**config.mk**
```make
export PLATFORM = sky130hd
export DESIGN_NAME = tag_rx_sync_seq
export DESIGN_NICKNAME = d
export VERILOG_FILES = /design/src/rtl/tag_rx_sync_seq.sv
export SDC_FILE = /design/constraint.sdc
export NUM_CORES = 1
export LEC_CHECK = 0
export BUFFER_PORTS_ARGS = -buffer_cell sky130_fd_sc_hd__buf_4
export CORE_MARGIN = 2
export CORE_UTILIZATION = 55
export CTS_CLUSTER_SIZE = 20
export DETAILED_ROUTE_END_ITERATION = 10
export PLACE_DENSITY_LB_ADDON = 0.25
export SYNTH_ARGS = -nofsm -noshare
export SYNTH_HDL_FRONTEND = slang
export SYNTH_SLANG_ARGS = --single-unit
```
**constraint.sdc**
```tcl
create_clock -name clk -period 4.2 [get_ports clk]
set_clock_uncertainty 0.1 [all_clocks]
set_input_delay 0.84 -clock clk [delete_from_list [all_inputs] [get_ports clk]]
set_output_delay 0.84 -clock clk [all_outputs]
set_load 0.02 [all_outputs]
```
**src/rtl/tag_rx_sync_seq.sv**
```systemverilog
// Purpose : front-panel sync receiver/sequencer; debounces a GPIO sync request, then walks
//           symbol/sample counters through one frame (optionally re-arming for the next).
// Latency : 2-cycle synchroniser + 1 IDLE cycle + SYNC_DEBOUNCE SYNC cycles from the GPIO edge to rx_trig.
// Backpressure: none; the frame runs free once triggered, and sync activity during RUN/DONE is ignored.
//
// Ports:
//   clk, reset (synchronous, active-low)
//   fp_gpio_in  : asynchronous front-panel inputs; SYNC_MASK bits OR-ed into the sync request
//   fp_gpio_out : BUSY_MASK while a frame is running, else 0
//   fp_gpio_ddr : constant BUSY_MASK (output enables)
//   cfg_nsig / cfg_nsymb / cfg_continuous : frame geometry, latched at frame start (0 means 1)
//   cfg_rearm   : pulse to return from DONE to IDLE
//   rx_state    : 0 IDLE, 1 SYNC, 2 RUN, 3 DONE
//   rx_sync_en, rx_trig, rx_valid, symbN, sigN, sync_count, timeout_err : status outputs
//
// Optional feature: define SYNC_TIMEOUT_EN to build the idle-timeout counter behind timeout_err.
// Without it, timeout_err is tied low and no counter exists.

module tag_rx_sync_seq #(
    parameter int                   REG_WIDTH      = 12,
    parameter logic [REG_WIDTH-1:0] SYNC_MASK      = 12'h044,
    parameter logic [REG_WIDTH-1:0] BUSY_MASK      = 12'h001,
    parameter int                   NSYMB_WIDTH    = 16,
    parameter int                   SIG_WIDTH      = 24,
    parameter int                   SYNC_DEBOUNCE  = 4,
    parameter int                   TIMEOUT_CYCLES = 1 << 20
) (
    input  logic                   clk,
    input  logic                   reset,
    input  logic [REG_WIDTH-1:0]   fp_gpio_in,
    output logic [REG_WIDTH-1:0]   fp_gpio_out,
    output logic [REG_WIDTH-1:0]   fp_gpio_ddr,
    input  logic [SIG_WIDTH-1:0]   cfg_nsig,
    input  logic [NSYMB_WIDTH-1:0] cfg_nsymb,
    input  logic                   cfg_continuous,
    input  logic                   cfg_rearm,
    output logic [1:0]             rx_state,
    output logic                   rx_sync_en,
    output logic                   rx_trig,
    output logic                   rx_valid,
    output logic [NSYMB_WIDTH-1:0] symbN,
    output logic [SIG_WIDTH-1:0]   sigN,
    output logic [7:0]             sync_count,
    output logic                   timeout_err
);

    typedef enum logic [1:0] {
        ST_IDLE = 2'd0,
        ST_SYNC = 2'd1,
        ST_RUN  = 2'd2,
        ST_DONE = 2'd3
    } state_t;

    localparam int                   DEB_W   = (SYNC_DEBOUNCE < 1) ? 1 : $clog2(SYNC_DEBOUNCE + 1);
    localparam logic [DEB_W-1:0]     DEB_ONE = DEB_W'(1);
    localparam logic [DEB_W-1:0]     DEB_MAX = (SYNC_DEBOUNCE < 1) ? DEB_ONE : DEB_W'(SYNC_DEBOUNCE);
    localparam logic [SIG_WIDTH-1:0]   SIG_ONE  = SIG_WIDTH'(1);
    localparam logic [NSYMB_WIDTH-1:0] SYMB_ONE = NSYMB_WIDTH'(1);

    state_t                 state;
    logic                   sync_meta;
    logic                   sync_s;
    logic [DEB_W-1:0]       deb_cnt;
    logic [SIG_WIDTH-1:0]   nsig_l;
    logic [NSYMB_WIDTH-1:0] nsymb_l;
    logic                   cont_l;

    logic                   sync_raw;
    logic                   go_run;
    logic                   sig_last;
    logic                   symb_last;

    assign sync_raw  = |(fp_gpio_in & SYNC_MASK);
    // The debounce count reaching its target is the single point where a frame starts.
    assign go_run    = (state == ST_SYNC) && (deb_cnt == DEB_MAX);
    assign sig_last  = (sigN == (nsig_l - SIG_ONE));
    assign symb_last = (symbN == (nsymb_l - SYMB_ONE));

    assign rx_state    = state;
    assign fp_gpio_ddr = BUSY_MASK;

    always_ff @(posedge clk) begin
        if (!reset) begin
            state       <= ST_IDLE;
            sync_meta   <= 1'b0;
            sync_s      <= 1'b0;
            deb_cnt     <= '0;
            nsig_l      <= SIG_ONE;
            nsymb_l     <= SYMB_ONE;
            cont_l      <= 1'b0;
            sigN        <= '0;
            symbN       <= '0;
            sync_count  <= '0;
            rx_trig     <= 1'b0;
            rx_valid    <= 1'b0;
            rx_sync_en  <= 1'b1;
            fp_gpio_out <= '0;
        end else begin
            sync_meta <= sync_raw;
            sync_s    <= sync_meta;
            rx_trig   <= 1'b0;

            case (state)
                ST_IDLE: begin
                    if (sync_s) begin
                        state   <= ST_SYNC;
                        deb_cnt <= DEB_ONE;
                    end
                end

                ST_SYNC: begin
                    if (go_run) begin
                        // Frame start: latch geometry (0 treated as 1) and raise the run outputs.
                        state       <= ST_RUN;
                        deb_cnt     <= '0;
                        nsig_l      <= (cfg_nsig  == '0) ? SIG_ONE  : cfg_nsig;
                        nsymb_l     <= (cfg_nsymb == '0) ? SYMB_ONE : cfg_nsymb;
                        cont_l      <= cfg_continuous;
                        sigN        <= '0;
                        symbN       <= '0;
                        rx_trig     <= 1'b1;
                        rx_valid    <= 1'b1;
                        rx_sync_en  <= 1'b0;
                        fp_gpio_out <= BUSY_MASK;
                        if (sync_count != 8'hFF) begin
                            sync_count <= sync_count + 8'd1;
                        end
                    end else if (sync_s) begin
                        deb_cnt <= deb_cnt + DEB_ONE;
                    end else begin
                        state   <= ST_IDLE;
                        deb_cnt <= '0;
                    end
                end

                ST_RUN: begin
                    if (sig_last && symb_last) begin
                        // Last sample: counters hold so DONE shows the final position.
                        state       <= cont_l ? ST_IDLE : ST_DONE;
                        rx_valid    <= 1'b0;
                        rx_sync_en  <= cont_l;
                        fp_gpio_out <= '0;
                    end else if (sig_last) begin
                        sigN  <= '0;
                        symbN <= symbN + SYMB_ONE;
                    end else begin
                        sigN <= sigN + SIG_ONE;
                    end
                end

                ST_DONE: begin
                    if (cfg_rearm) begin
                        state      <= ST_IDLE;
                        rx_sync_en <= 1'b1;
                    end
                end

                default: begin
                    state <= ST_IDLE;
                end
            endcase
        end
    end

`ifdef SYNC_TIMEOUT_EN
    localparam int            TO_W   = $clog2(TIMEOUT_CYCLES + 1);
    localparam logic [TO_W-1:0] TO_MAX = TO_W'(TIMEOUT_CYCLES);
    localparam logic [TO_W-1:0] TO_ONE = TO_W'(1);

    logic [TO_W-1:0] idle_cnt;

    // Counts IDLE cycles, saturating at the limit; the flag is sticky until the next frame start.
    always_ff @(posedge clk) begin
        if (!reset) begin
            idle_cnt    <= '0;
            timeout_err <= 1'b0;
        end else begin
            if (state != ST_IDLE) begin
                idle_cnt <= '0;
            end else if (idle_cnt != TO_MAX) begin
                idle_cnt <= idle_cnt + TO_ONE;
            end

            if (go_run) begin
                timeout_err <= 1'b0;
            end else if ((state == ST_IDLE) && (idle_cnt == (TO_MAX - TO_ONE))) begin
                timeout_err <= 1'b1;
            end
        end
    end
`else
    assign timeout_err = 1'b0;
`endif

endmodule

```
**After elaboration in Yosys (flattened, before gate mapping)**

Index checks and enable logic that the tools add are counted.

- Flip-flop bits (word level): 111
- Latch bits: 0
- Memory bits (writable): 0
- ROM bits: 0
- Input bits: 56
- Output and inout bits: 78
- Logic and storage cells: 84
- Memories: 0

- Add/subtract/negate cells: 6
- Multiply operators: 0
- Divide/modulo/power cells: 0
- $lt $le $gt $ge: 0
- Eq/ne operators: 14
- Shifts and indexed selects: 0
- Multiplexer cells: 32
- Bitwise logic cells: 0
- Reduce and logical (&&, ||, !) cells: 18

Operators by type and width:

| cell | count |
|---|---|
| 24-bit 2-to-1 mux | 4 |
| 16-bit 2-to-1 mux | 4 |
| 24-bit one-hot mux with 2 select lines | 1 |
| 16-bit one-hot mux with 2 select lines | 1 |
| 24-bit by 1-bit adder with 24-bit output (second input constant) | 1 |
| 24-bit == test | 1 |
| 24-bit logical NOT | 1 |
| 12-bit 2-to-1 mux | 2 |
| 12-bit one-hot mux with 2 select lines | 1 |
| 24-bit by 1-bit subtractor with 24-bit output (second input constant) | 1 |
| 16-bit by 1-bit adder with 16-bit output (second input constant) | 1 |
| 16-bit == test | 1 |
| 16-bit logical NOT | 1 |
| 16-bit by 1-bit subtractor with 16-bit output (second input constant) | 1 |
| 2-bit 2-to-1 mux | 6 |
| 2-bit != test (second input constant) | 6 |
| 4-bit AND reduction | 3 |
| 3-bit 2-to-1 mux | 3 |
| 3-bit AND reduction | 3 |
| 8-bit by 1-bit adder with 8-bit output (second input constant) | 1 |
| 8-bit != test (second input constant) | 1 |
| 2-bit one-hot mux with 4 select lines | 1 |
| 1-bit 2-to-1 mux | 6 |
| 3-bit one-hot mux with 2 select lines | 1 |
| other kinds (13) | 18 |

**Longest topological paths before layout**

Gate-level depths: netlist of run 1.

- Word-level depth: 5
- Gate-level depth with buffers: 14
- Mapped depth without buffers: 11

**Worst setup path after synthesis of run 1**

Ideal clock, no wire load.

- Kind: reg2reg
- Start point: register nsymb_l[0]
- End point: register sigN[1]
- Library setup time: 128 ps
- Data arrival time: 3214 ps
- Data required time: 3972 ps
- Setup slack: 758 ps
- Stages on the path, launching flop included: 15
- Buffers on the path: 3
- Clock period less this slack: 3442 ps
- Cell sequence: dfxtp_1 > inv_1 > ha_1 > or4b_1 > buf_2 > or4_1 > a32oi_1 > mux2i_1 > nor4_4 > nand4_2 > a21oi_1 > buf_4 > buf_4 > mux2i_1 > nor2_1

- Longest elaborated chain between the ends: 5

Ends and longest elaborated chain:

| element | RTL line | text |
|---|---|---|
| start, declared | 65 | `logic [NSYMB_WIDTH-1:0] nsymb_l;` |
| start signal, assigned | 117 | `nsymb_l <= (cfg_nsymb == '0) ? SYMB_ONE : cfg_nsymb;` |
| 16-bit by 1-bit subtractor with 16-bit output | 77 | `assign symb_last = (symbN == (nsymb_l - SYMB_ONE));` |
| 16-bit == test | 77 |  |
| 1-bit logical AND | 137 | `if (sig_last && symb_last) begin` |
| 2-bit != test (no line) | -- |  |
| 3-bit AND reduction (no line) | -- |  |
| end signal, assigned | 147 | `sigN <= sigN + SIG_ONE;` |
| end, declared | 42 | `output logic [SIG_WIDTH-1:0] sigN,` |

No other way between the ends.
A chain may end at the register's enable or synchronous reset.

**Final worst setup path of run 1**

- Start point: register nsymb_l[0]
- End point: register sigN[19]

The elaborated chain is that of the path after synthesis.

==> impl_metrics.env, run 1 <==
export IMPL_outcome="complete, no violations"
export IMPL_synth_avg_cell_area_sq_um=8.22
export IMPL_wl_microns=16300
export IMPL_final_hold_viol_count=0
export IMPL_finalCriticalPeriod_ns=4.01
export IMPL_overflow=0
export IMPL_dieArea_sq_um=11700
export IMPL_cts_hold_buf=0
export IMPL_critPathKind="flop to flop"
export IMPL_cp_required_ns=4.44
export IMPL_wl_per_cell_microns=17.4
export IMPL_synth_cells=727
export IMPL_multi_input_area_sq_um=3640
export IMPL_path_common_cell="or4_1"
export IMPL_clk_latency_ns=0.39
export IMPL_critPathMaxStageDelay_ns=0.64
export IMPL_async_reset_ff_share_pct=0
export IMPL_std_cell_rows=38
export IMPL_final_nets=856
export IMPL_worstSetupStartpointType="flop"
export IMPL_synth_edf_count=0
export IMPL_avgViaCountPerCell=6.16
export IMPL_regArea_sq_um=1980
export IMPL_ioPinCount=134
export IMPL_cts_buffers=9
export IMPL_drv_slew=0
export IMPL_grt_pass1_vias=5028
export IMPL_cp_top_family="simple AND/OR/NAND/NOR gates"
export IMPL_areaGrowthSynthToFinish_pct=14.1
export IMPL_power_density_nw_per_um2=244
export IMPL_cp_max_fo=22
export IMPL_finalSetupTns_ns=0
export IMPL_min_path_type="flop to flop"
export IMPL_drc_errors=0
export IMPL_path_clk_slew_ns=0.10
export IMPL_cp_data_arrival_time_ns=4.25
export IMPL_synth_area_sq_um=5970
export IMPL_diodes=0
export IMPL_placedInstanceArea_sq_um=6630
export IMPL_dieHeight_microns=108
export IMPL_track_usage_pct=28.0
export IMPL_drive_above_1_share_pct=16.3
export IMPL_drt_iter0_drc=431
export IMPL_grt_pass1_wl_microns=25700
export IMPL_ys_seq_area_share_pct=33.2
export IMPL_fmax_ghz=0.249
export IMPL_cts_path_max_buffers=2
export IMPL_holdWs_ns=0.342
export IMPL_port_buffers=99
export IMPL_grt_max_degree=40
export IMPL_core_area_sq_um=10700
export IMPL_antenna_found_initial=0
export IMPL_first_pass_iters=5
export IMPL_cts_resized_gates=0
export IMPL_crit_slowest_cell="or4b_1"
export IMPL_final_period_utilization_pct=95.5
export IMPL_final_core_util_pct=63.7
export IMPL_power_leakage_nw=2.78
export IMPL_num_vias=5780
export IMPL_tightest_slew_ns=0.662
export IMPL_initial_utilization_pct=55.8
export IMPL_final_cell_area_sq_um=6820
export IMPL_globalplace_congestion=0.933
export IMPL_yosys_warnings=0
export IMPL_fillers=935
export IMPL_synth_seq_cells=99
export IMPL_cts_tree="yes"
export IMPL_finalSetupViolCount=0
export IMPL_end_kind="flop"
export IMPL_path_buf_inv=1
export IMPL_rsz0062_at_grt="no"
export IMPL_vdd_ir_drop_max_mv=0.274
export IMPL_synthFlopType="dfxtp_1"
export IMPL_post_cts_buffers=0
export IMPL_hpwl_microns=11900
export IMPL_fp_dieW_microns=108
export IMPL_cts_root_buf="clkbuf_8"
export IMPL_htreeDepth=3
export IMPL_cts_sinks=99
export IMPL_synth_distinct_cells=67
export IMPL_maxCapViolCount=0
export IMPL_crit_chain="inv_1 -> ha_1 -> or4b_1 -> or4_1 -> a32oi_1 -> mux2i_1 -> nor4_4 -> nand4b_1 -> nand2_2 -> or4_1 -> nand2_1"
export IMPL_final_antenna_net_count=0
export IMPL_maxSlewHeadroom_pct=55.6
-- metal layers --
metal,GRT usage [%],vias up,wire length (microns)
met1,38.6,2790,7210
met4,8.70,0,274
met3,5.67,24,1080
met5,0,-,0
met2,44.3,200,7720
li1,-,2766,-
-- metrics by stage --
stage | setup slack (ns) | cells | total power, W
final | 0.187 | 938 | 0.00166
after global routing | 0.00908 | 938 | 0.00173
after CTS | 0.263 | 938 | 0.00167
after detailed placement | 0.295 | 922 | 0.00108
after global placement | 0.378 | 922 | 0.00108
after floorplan | 0.758 | 749 | 0.00104
-- layout make-up --
cell class / instances / area share, %
well taps: 140 / 2.57
repair buffers: 103 / 11.5
inverters: 13 / 0.716
flip-flops and latches: 99 / 29.1
clock buffers: 11 / 2.22
clock inverters: 5 / 0.532
multi-input cells: 567 / 53.4
-- synth_stat cells (17+ instances only) --
cell | n | share of area (%)
dfxtp_1 | 99 | 33
nand2_1 | 74 | 4.7
nor2_1 | 36 | 2.3
xnor2_1 | 36 | 5.3
clkbuf_1 | 33 | 2.1
a21oi_1 | 32 | 2.7
buf_4 | 28 | 3.5
or4_1 | 25 | 3.1
nand3_1 | 24 | 2.0
a21boi_0 | 23 | 2.9
a22o_1 | 22 | 3.2
nand4_1 | 22 | 2.3
nor4_1 | 21 | 2.2
nor3_1 | 17 | 1.4
-- registers in the layout, summed over array words and instances, names as in the netlist --
signal / cells
cont_l: 1
deb_cnt: 3
fp_gpio_out: 1
nsig_l: 24
nsymb_l: 16
rx_state: 2
rx_sync_en: 1
rx_trig: 1
sigN: 24
symbN: 16
sync_count: 8
sync_meta: 1
sync_s: 1
-- cells in the final DEF (no fill, tap or decap), types with 4 or more instances in the layout --
cell and instances:
clkbuf_8 11, nor2b_1 6, a21oi_1 31, or4_1 25
a22o_1 22, nor2_1 36, conb_1 24, nand4_1 22
a22oi_1 4, dfxtp_1 99, xnor2_1 36, and3_1 16
buf_4 102, o31ai_1 12, ha_1 7, and2_1 15
o211ai_1 14, nand2_1 74, mux2i_1 8, nor3_1 17
nand2b_1 10, xor2_1 16, a21boi_0 23, or3_1 12
nor4_1 21, a31oi_1 5, o21ai_0 16, and4_1 11
inv_1 13, nand3b_1 4, nand3_1 24
-- cells by family after synthesis --
group,Yosys count,share of synthesized area (%)
AO/OA/AOI/OAI,166,19.6
multiplexers,9,1.53
XOR/XNOR,52,7.62
buffers and inverters,83,7.35
flip-flops,99,33.2
AND/OR/NAND/NOR,309,29.1
other,2,0.126
adder cells (fa/ha/maj),7,1.47
-- worst paths after layout --
check	from	endpoint	slack, ns	cells after the start
setup / recovery	nsymb_l[0]	sigN[19]	0.19	11
hold / removal	sync_meta	sync_s	0.34	1
setup reg to reg	nsymb_l[0]	sigN[19]	0.19	11
hold reg to reg	sync_meta	sync_s	0.34	1
-- power by group --
group | total (W) | switching (W) | internal, W
clock network | 0.000602 | 0.000352 | 0.000250
logic | 0.000110 | 0.0000668 | 0.0000435
registers | 0.000948 | 0.00000653 | 0.000942
total | 0.00166 | 0.000425 | 0.00124
Note: power is estimated with default switching activity, not from simulation.
==> run 2, diff against run 1 <==
--- a/config.mk
+++ b/config.mk
@@ -7,7 +7,7 @@
 export LEC_CHECK = 0
 export BUFFER_PORTS_ARGS = -buffer_cell sky130_fd_sc_hd__buf_4
 export CORE_MARGIN = 2
-export CORE_UTILIZATION = 55
+export CORE_UTILIZATION = 40
 export CTS_CLUSTER_SIZE = 20
 export DETAILED_ROUTE_END_ITERATION = 10
 export PLACE_DENSITY_LB_ADDON = 0.25
==> impl_metrics.env, run 2 (synthesized netlist as in run 1, its figures left out) <==
export IMPL_fillers=1447
export IMPL_final_period_utilization_pct=91.9
export IMPL_cts_hold_buf=0
export IMPL_drc_errors=0
export IMPL_maxSlewHeadroom_pct=54.3
export IMPL_holdWs_ns=0.343
export IMPL_cts_resized_gates=0
export IMPL_cts_buffers=9
export IMPL_outcome="complete, no violations"
export IMPL_core_area_sq_um=14600
export IMPL_wl_microns=17200
export IMPL_ioPinCount=134
export IMPL_place_inst=968
export IMPL_fmax_ghz=0.259
export IMPL_drive_above_1_share_pct=16.2
export IMPL_min_from="sync_meta"
export IMPL_layout_cells_most_common="buf_4"
export IMPL_drv_slew=0
export IMPL_final_hold_viol_count=0
export IMPL_whs_endpoint="sync_s"
export IMPL_fin_cells=982
export IMPL_finalCriticalPeriod_ns=3.86
export IMPL_r2r_cells=10
export IMPL_finalSetupViolCount=0
export IMPL_post_cts_buffers=0
export IMPL_initial_utilization_pct=40.9
export IMPL_cp_max_fo=12
export IMPL_cts_root_buf="clkbuf_16"
export IMPL_hpwl_microns=12700
export IMPL_diodes=0
export IMPL_critPathKind="flop to flop"
export IMPL_tightest_slew_ns=0.676
export IMPL_pre_cts_slack_ns=0.260
export IMPL_setup_ws_ns=0.339
export IMPL_port_buffers=99
export IMPL_maxCapViolCount=0
export IMPL_wl_per_cell_microns=17.5
export IMPL_r2r_end="symbN[7]"
export IMPL_globalplace_congestion=0.870
export IMPL_first_pass_iters=4
export IMPL_cts_sinks=99
export IMPL_antenna_found_initial=0
export IMPL_r2r_start="nsig_l[2]"
export IMPL_grt_pass1_vias=5473
export IMPL_end_kind="flop"
export IMPL_avgViaCountPerCell=5.87
export IMPL_path_clk_slew_ns=0.07
export IMPL_grt_max_degree=40
export IMPL_std_cell_rows=44
export IMPL_fp_dieW_microns=126
export IMPL_multi_input_area_sq_um=3660
export IMPL_grt_pass1_wl_microns=27700
export IMPL_cp_data_arrival_time_ns=4.01
export IMPL_dieArea_sq_um=15900
export IMPL_htreeDepth=3
export IMPL_top_regs="nsig_l (24), sigN (24)"
export IMPL_cp_required_ns=4.35
export IMPL_power_leakage_nw=2.81
export IMPL_areaGrowthSynthToFinish_pct=16.7
export IMPL_clk_latency_ns=0.35
export IMPL_final_nets=858
export IMPL_final_antenna_net_count=0
export IMPL_regArea_sq_um=1980
export IMPL_worstSetupStartpointType="flop"
export IMPL_vdd_ir_drop_max_mv=0.198
export IMPL_dieHeight_microns=126
export IMPL_hold_depth=1
export IMPL_overflow=0
export IMPL_cts_path_max_buffers=2
export IMPL_num_vias=5764
export IMPL_min_path_type="flop to flop"
export IMPL_layout_common_cells="buf_4 (104), dfxtp_1 (99), nand2_1 (74), xnor2_1 (36), nor2_1 (36)"
export IMPL_track_usage_pct=21.3
export IMPL_drt_iter0_drc=495
export IMPL_cts_tree="yes"
export IMPL_power_density_nw_per_um2=260
export IMPL_reg2reg_setup_slack_ns=0.34
-- run 2: cell count changes in the layout (fill, tap and decap cells not counted), sizes merged --
cell,delta
buf,+2
clkinv,-2
clkinvlp,+1
inv,-1
-- run 2: stage by stage --
stage	setup TNS (ns)	cell area, sq um	util [%]	power, W
floorplan	0	6060	-	0.00104
global route	-0.00249	6970	47.8	0.00188
finish	0	6970	47.8	0.00181
detailed placement	0	6700	45.9	0.00108
global placement	0	6700	45.9	0.00108
CTS	0	6950	47.6	0.00183
-- run 2: how the worst max path moves through the flow --
stage,from,endpoint,slack [ns]
global route,nsig_l[2],symbN[12],-0.002
global placement,nsymb_l[0],sigN[7],0.36
CTS,nsymb_l[0],sigN[5],0.23
finish,nsig_l[2],symbN[7],0.34
floorplan,nsymb_l[0],sigN[1],0.76
detailed placement,nsymb_l[0],sigN[5],0.26
-- run 2: routing by layer --
metal | GRT usage [%] | part of all wire [%] | vias up
met1 | 29.5 | 46 | 2779
met4 | 6.08 | 1.3 | 0
met3 | 4.50 | 6.4 | 17
li1 | - | - | 2779
met5 | 0 | 0 | -
met2 | 33.8 | 46 | 189
-- run 2: area by class of cell --
| type | count | share of cell area [%] |
|---|---|---|
| multi-input cells | 567 | 52.5 |
| flip-flops and latches | 99 | 28.4 |
| repair buffers | 105 | 11.5 |
| clock buffers | 11 | 3.34 |
| well taps | 184 | 3.30 |
| inverters | 13 | 0.700 |
| clock inverters | 3 | 0.251 |
-- run 2: critical path, stage by stage (launching register included) --
cell	delay [ns]
dfxtp_1	0.40
nor3_1	0.51
and4_1	0.50
a21oi_1	0.10
or4_1	0.54
nor4_2	0.43
nand4b_1	0.25
buf_4	0.24
nand2_1	0.31
a31oi_1	0.16
a41o_1	0.23
-- run 2: report_power, final --
group / total (W) / switching (W) / internal, W
Clock: 0.000754 / 0.000360 / 0.000394
Sequential: 0.000949 / 0.00000672 / 0.000942
Combinational: 0.000109 / 0.0000652 / 0.0000434
Total: 0.00181 / 0.000432 / 0.00138
